### src/rtl/ps2_key_tracker.sv
// ps2_key_tracker
//   Turns the byte stream from the PS/2 receiver (scan code set 2) into
//   per-key held levels and one-cycle press pulses for the game controls.
//   Handles make, break (F0), extended (E0) and Pause (E1) sequences.
//   A partial sequence is dropped after PREFIX_TIMEOUT idle cycles.
//
// Ports
//   clk           system clock (shared with the receiver)
//   rst           synchronous active-high reset
//   keycode       [7:0] newest byte, [15:8] previous byte (not used here)
//   keycode_valid one-cycle strobe, keycode[7:0] is a new byte
//   key_held      per-key level, 1 while down
//                 (0 W, 1 A, 2 S, 3 D, 4 Up, 5 Left, 6 Down, 7 Right, 8 Space, 9 Esc)
//   key_press     one-cycle pulse on a key's 0->1 transition
//   seq_error     one-cycle pulse on an error byte or prefix timeout
module ps2_key_tracker #(
  parameter int unsigned PREFIX_TIMEOUT = 50000
) (
  input  logic        clk,
  input  logic        rst,
  input  logic [15:0] keycode,
  input  logic        keycode_valid,
  output logic [9:0]  key_held,
  output logic [9:0]  key_press,
  output logic        seq_error
);

  localparam int unsigned TW = $clog2(PREFIX_TIMEOUT + 1);
  localparam logic [TW-1:0] T_LAST = TW'(PREFIX_TIMEOUT - 1);

  typedef enum logic [2:0] {IDLE, BRK, EXT, EXT_BRK, SKIP} state_t;

  state_t        state, state_next;
  logic [2:0]    skip_cnt, skip_next;
  logic [TW-1:0] tcnt, tcnt_next;
  logic [9:0]    held_next;
  logic          err_next;
  logic [7:0]    kbyte;
  logic [9:0]    std_mask, ext_mask;
  logic          is_err;
  logic          unused_prev;

  assign kbyte       = keycode[7:0];
  assign unused_prev = ^keycode[15:8];
  assign is_err      = (kbyte == 8'hAA) || (kbyte == 8'hFC) ||
                       (kbyte == 8'h00) || (kbyte == 8'hFF);

  // Keys reached without the E0 prefix.
  function automatic logic [9:0] std_key(input logic [7:0] b);
    logic [9:0] m;
    m = '0;
    case (b)
      8'h1D: m[0] = 1'b1;
      8'h1C: m[1] = 1'b1;
      8'h1B: m[2] = 1'b1;
      8'h23: m[3] = 1'b1;
      8'h29: m[8] = 1'b1;
      8'h76: m[9] = 1'b1;
      // Enter (5A) and P (4D) are recognised but reserved: no output bit yet.
      8'h5A, 8'h4D: m = '0;
      default: m = '0;
    endcase
    return m;
  endfunction

  // Keys reached only with the E0 prefix (arrows).
  function automatic logic [9:0] ext_key(input logic [7:0] b);
    logic [9:0] m;
    m = '0;
    case (b)
      8'h75: m[4] = 1'b1;
      8'h6B: m[5] = 1'b1;
      8'h72: m[6] = 1'b1;
      8'h74: m[7] = 1'b1;
      default: m = '0;
    endcase
    return m;
  endfunction

  assign std_mask = std_key(kbyte);
  assign ext_mask = ext_key(kbyte);

  always_comb begin
    state_next = state;
    skip_next  = skip_cnt;
    tcnt_next  = tcnt;
    held_next  = key_held;
    err_next   = 1'b0;

    if (keycode_valid) begin
      // A byte always beats a timeout expiring in the same cycle.
      tcnt_next = '0;
      if (is_err) begin
        held_next  = '0;
        err_next   = 1'b1;
        state_next = IDLE;
        skip_next  = '0;
      end else begin
        case (state)
          IDLE: begin
            case (kbyte)
              8'hF0: state_next = BRK;
              8'hE0: state_next = EXT;
              8'hE1: begin
                state_next = SKIP;
                skip_next  = 3'd7;
              end
              8'hFA, 8'hEE: state_next = IDLE;
              default: held_next = key_held | std_mask;
            endcase
          end
          BRK: begin
            held_next  = key_held & ~std_mask;
            state_next = IDLE;
          end
          EXT: begin
            if (kbyte == 8'hF0) begin
              state_next = EXT_BRK;
            end else begin
              if (kbyte != 8'h12) held_next = key_held | ext_mask;
              state_next = IDLE;
            end
          end
          EXT_BRK: begin
            held_next  = key_held & ~ext_mask;
            state_next = IDLE;
          end
          SKIP: begin
            skip_next = skip_cnt - 3'd1;
            if (skip_cnt <= 3'd1) begin
              skip_next  = '0;
              state_next = IDLE;
            end
          end
          default: state_next = IDLE;
        endcase
      end
    end else if (state != IDLE) begin
      if (tcnt == T_LAST) begin
        state_next = IDLE;
        err_next   = 1'b1;
        tcnt_next  = '0;
        skip_next  = '0;
      end else begin
        tcnt_next = tcnt + TW'(1);
      end
    end else begin
      tcnt_next = '0;
    end
  end

  always_ff @(posedge clk) begin
    if (rst) begin
      state     <= IDLE;
      skip_cnt  <= '0;
      tcnt      <= '0;
      key_held  <= '0;
      key_press <= '0;
      seq_error <= 1'b0;
    end else begin
      state     <= state_next;
      skip_cnt  <= skip_next;
      tcnt      <= tcnt_next;
      key_held  <= held_next;
      key_press <= held_next & ~key_held;
      seq_error <= err_next;
    end
  end

endmodule
### config.mk
export PLATFORM = sky130hd
export DESIGN_NAME = ps2_key_tracker
export DESIGN_NICKNAME = d
export VERILOG_FILES = /design/src/rtl/ps2_key_tracker.sv
export SDC_FILE = /design/constraint.sdc
export NUM_CORES = 1
export LEC_CHECK = 0
export CELL_PAD_IN_SITES_DETAIL_PLACEMENT = 2
export CELL_PAD_IN_SITES_GLOBAL_PLACEMENT = 2
export CORE_ASPECT_RATIO = 0.7
export CORE_MARGIN = 2
export CORE_UTILIZATION = 25
export DETAILED_ROUTE_END_ITERATION = 12
export DONT_BUFFER_PORTS = 1
export GPL_ROUTABILITY_DRIVEN = 1
export GPL_TIMING_DRIVEN = 0
export PLACE_DENSITY = 0.64
export REMOVE_ABC_BUFFERS = 1
export SYNTH_ARGS = -nofsm -noshare
export SYNTH_HDL_FRONTEND = slang
export SYNTH_SLANG_ARGS = --single-unit
### constraint.sdc
create_clock -name clk -period 4 [get_ports clk]
set_input_delay 0.4 -clock clk [delete_from_list [all_inputs] [get_ports clk]]
set_output_delay 0.4 -clock clk [all_outputs]
set_load 0.02 [all_outputs]
==> run_results.csv <==
group,metric,value,unit
outcome,status,"finished, final reports clean",
clock_tree,postCtsSetupBuffers,0,
sta,fin_crit,1.89,ns
detailed_routing,post_drt_wl_per_cell,17.5,um
floorplanning,rows,29,
sta,slew_viol_final,0,
final_layout,final_cells,380,
critical_path,max_stage_delay,0.58,ns
detailed_routing,ant_nets,0,
detailed_routing,drtPass1Iterations,4,
critical_path,crit_type,"reg2reg",
clock_tree,htreeDepth,2,
clock_tree,cts_tree,"yes",
critical_path,startpoint,"tcnt[4]$_SDFF_PP0_",
sta,worst_slew_pin_slew,0.581,ns
sta,rsz0062_at_grt,"false",
global_routing,grt_pass1_wl,11100,um
final_layout,drive_above_1_share,7.42,%
yosys,async_flop_share,0,%
sta,timing.fmax,529,MHz
sta,final.setup.tns,0,ns
yosys,yosys-top-cells-area,"dfxtp_1 (38%), nor2_1 (5.5%), xnor2_1 (3.5%), nand4_1 (3.3%), nand2_1 (3.0%)",
floorplanning,die_w,118,um
critical_path,worstPathRequired,4.15,ns
sta,fin_crit_sh,47.3,%
yosys,synth_cell_types,61,
critical_path,endpoint_kind,"flip-flop",
final_layout,diodes,0,
yosys,synth_sequential_area_ratio,38.0,%
hold_path,hp-start,"rst",
final_layout,syn_to_final_growth,8.56,%
detailed_routing,detail_route.vias_per_cell,5.05,
sta,slew_headroom,61.1,%
clock_tree,ctsHoldBuffers,0,
critical_path,crit_buf_inv,0,
clock_tree,path_clk_slew,0.07,ns
global_routing,grt_pass1_vias,2027,
sta,hold_viol,0,
critical_path,cp_cell_sequence,"or4b_1, nor4_4, nand3b_2, nor2_1",
yosys,syn_area_per_cell,8.62,um2
global_routing,grt_remaining_overflow,0,
critical_path,crit_path_start_kind,"flip-flop",
sta,final.setup_skew,0.00821,ns
clock_tree,clk_latency,0.29,ns
global_routing,grt_max_degree,17,
yosys,synth_top_area_cell,"dfxtp_1",
yosys,yosysWarnings,0,
clock_tree,clk_path_buf_depth,2,
placed_design,portBuffers,0,
detailed_routing,drc,0,
final_layout,nNetsFinal,277,
final_layout,post-route-util,27.6,%
critical_path,crit_arrival,2.05,ns
yosys,synth_top_flop_cell,"dfxtp_1",
pwr,power_density,360,nW/um2
yosys,netlist_instances,263,
clock_tree,cts-buffers-inserted,5,
pwr,ir_worst_vdd,0.167,mV
placed_design,dp_hpwl,4940,um
clock_tree,cts.sinks,43,
global_routing,grt.total_usage,14.2,%
critical_path,critPathMaxFanout,16,
floorplanning,core_area,8930,um2
placed_design,dpl.cell_count,372,
floorplanning,die_area,9850,um2
clock_tree,cts_root_buf,"clkbuf_16",
flow_run,cap_viol_max_count,0,
yosys,syn-cell-area,2270,um2
critical_path,critPathSlowestCell,"or4b_1",
global_routing,antenna_found_initial,0,
sta,setup_viol,0,
detailed_routing,num_vias,1919,
floorplanning,start_util,25.4,%
critical_path,crit_family,"simple AND/OR/NAND/NOR gates",
detailed_routing,wirelength,6630,um
detailed_routing,drt_iter0_drc,56,
yosys,synth_top_area_share,38.0,%
floorplanning,die-height,83.7,um
hold_path,hold_path.class,"in2reg",
floorplanning,pin_count,40,
placed_design,gp_congestion,0.770,
clock_tree,cts_resized,0,
critical_path,r2r_start,"tcnt[4]$_SDFF_PP0_",
pwr,power_leakage,0.799,nW
yosys,ys_ff_latch,43,
yosys,synth-edff-count,0,
synth_stat cells, types with 2 or more instances:
library cell and number:
buf_2 4, nor2_1 33, o211ai_1 2, and4bb_2 2
nor4_1 5, o22ai_1 6, o21ai_0 8, or4b_1 2
buf_6 2, nand2_1 18, nand3_1 10, a21oi_1 6
nor3_1 11, nand4b_1 2, clkbuf_1 2, and2_1 3
o211a_1 2, nand4bb_1 2, o21ai_1 2, nor2b_1 4
buf_4 5, nand4_1 12, nand2b_1 4, xnor2_1 9
a31oi_1 4, a32oi_1 2, xor2_1 7, dfxtp_1 43
a22o_1 4, ha_1 3, o41ai_1 3, inv_1 12
power by group:
group | total [mW] | internal (mW) | switching [mW]
combinational | 0.0395 | 0.0141 | 0.0254
sequential | 0.431 | 0.429 | 0.00171
clock | 0.414 | 0.234 | 0.181
total | 0.884 | 0.676 | 0.208
cells by family after synthesis:
logic type / synth area share [%]
adder cells (fa/ha/maj): 1.66
AO/OA/AOI/OAI: 15.6
XOR/XNOR: 6.18
AND/OR/NAND/NOR: 31.3
multiplexers: 0.442
buffers and inverters: 6.85
flip-flops: 38.0
per-stage QoR:
| stage | hold WS [ns] | total power, mW | setup slack [ns] | instance area [um2] |
|---|---|---|---|---|
| 2_1_floorplan | 0.418 | 0.469 | 2.35 | 2160 |
| 3_3_place_gp | 0.433 | 0.479 | 1.95 | 2310 |
| 3_5_place_dp | 0.450 | 0.479 | 2.00 | 2310 |
| 4_1_cts | 0.174 | 0.897 | 2.03 | 2460 |
| 5_1_grt | 0.175 | 0.922 | 1.90 | 2460 |
| 6_report | 0.179 | 0.884 | 2.11 | 2460 |
path summary, 6_finish.rpt:
path | to | slack (ns) | depth (start not counted)
setup / recovery | tcnt[11]$_SDFF_PP0_ | 2.11 | 4
hold / removal | key_held[3]$_SDFF_PP0_ | 0.18 | 1
setup reg to reg | tcnt[11]$_SDFF_PP0_ | 2.11 | 4
hold reg to reg | tcnt[0]$_SDFF_PP0_ | 0.46 | 1
per-layer routing:
metal / share of wire [%] / wire, um / GRT usage, %
met5: 0 / 0 / 0
met4: 0.50 / 33 / 2.96
met1: 54 / 3580 / 20.7
met2: 41 / 2750 / 21.0
met3: 4.1 / 270 / 3.55
cell type report:
| class | count | area, um2 |
|---|---|---|
| Multi-Input combinational cell | 193 | 1250 |
| Tap cell | 124 | 155 |
| Sequential cell | 43 | 861 |
| Clock buffer | 5 | 125 |
| Fill cell | 1041 | 6470 |
| Clock inverter | 3 | 23.8 |
| Inverter | 12 | 45.0 |
cells in the final DEF, fill, tap and decap left out, types with 2 or more instances in the layout:
cell and count:
a31oi_1 4, o21ai_0 8, clkbuf_16 5, xnor2_1 9, nand3_1 10, nor3_1 11, xor2_1 7, a22o_1 4
or4b_1 2, nor4_1 5, nand2b_1 4, o211ai_1 2, nand4_1 12, nor2b_1 4, clkinvlp_4 2, and4bb_2 2
a32oi_1 2, nand4bb_1 2, o211a_1 2, a21oi_1 6, nand4b_1 2, nor2_1 33, ha_1 3, inv_1 12
nand2_1 18, and2_1 3, o22ai_1 6, o21ai_1 2, o41ai_1 3, dfxtp_1 43
flip-flops by register name, indices dropped and copies added (netlist names):
signal,flops
skip_cnt,3
state,3
key_held,10
tcnt,16
key_press,10
seq_error,1
No activity file was read; power rests on OpenSTA's default activity.
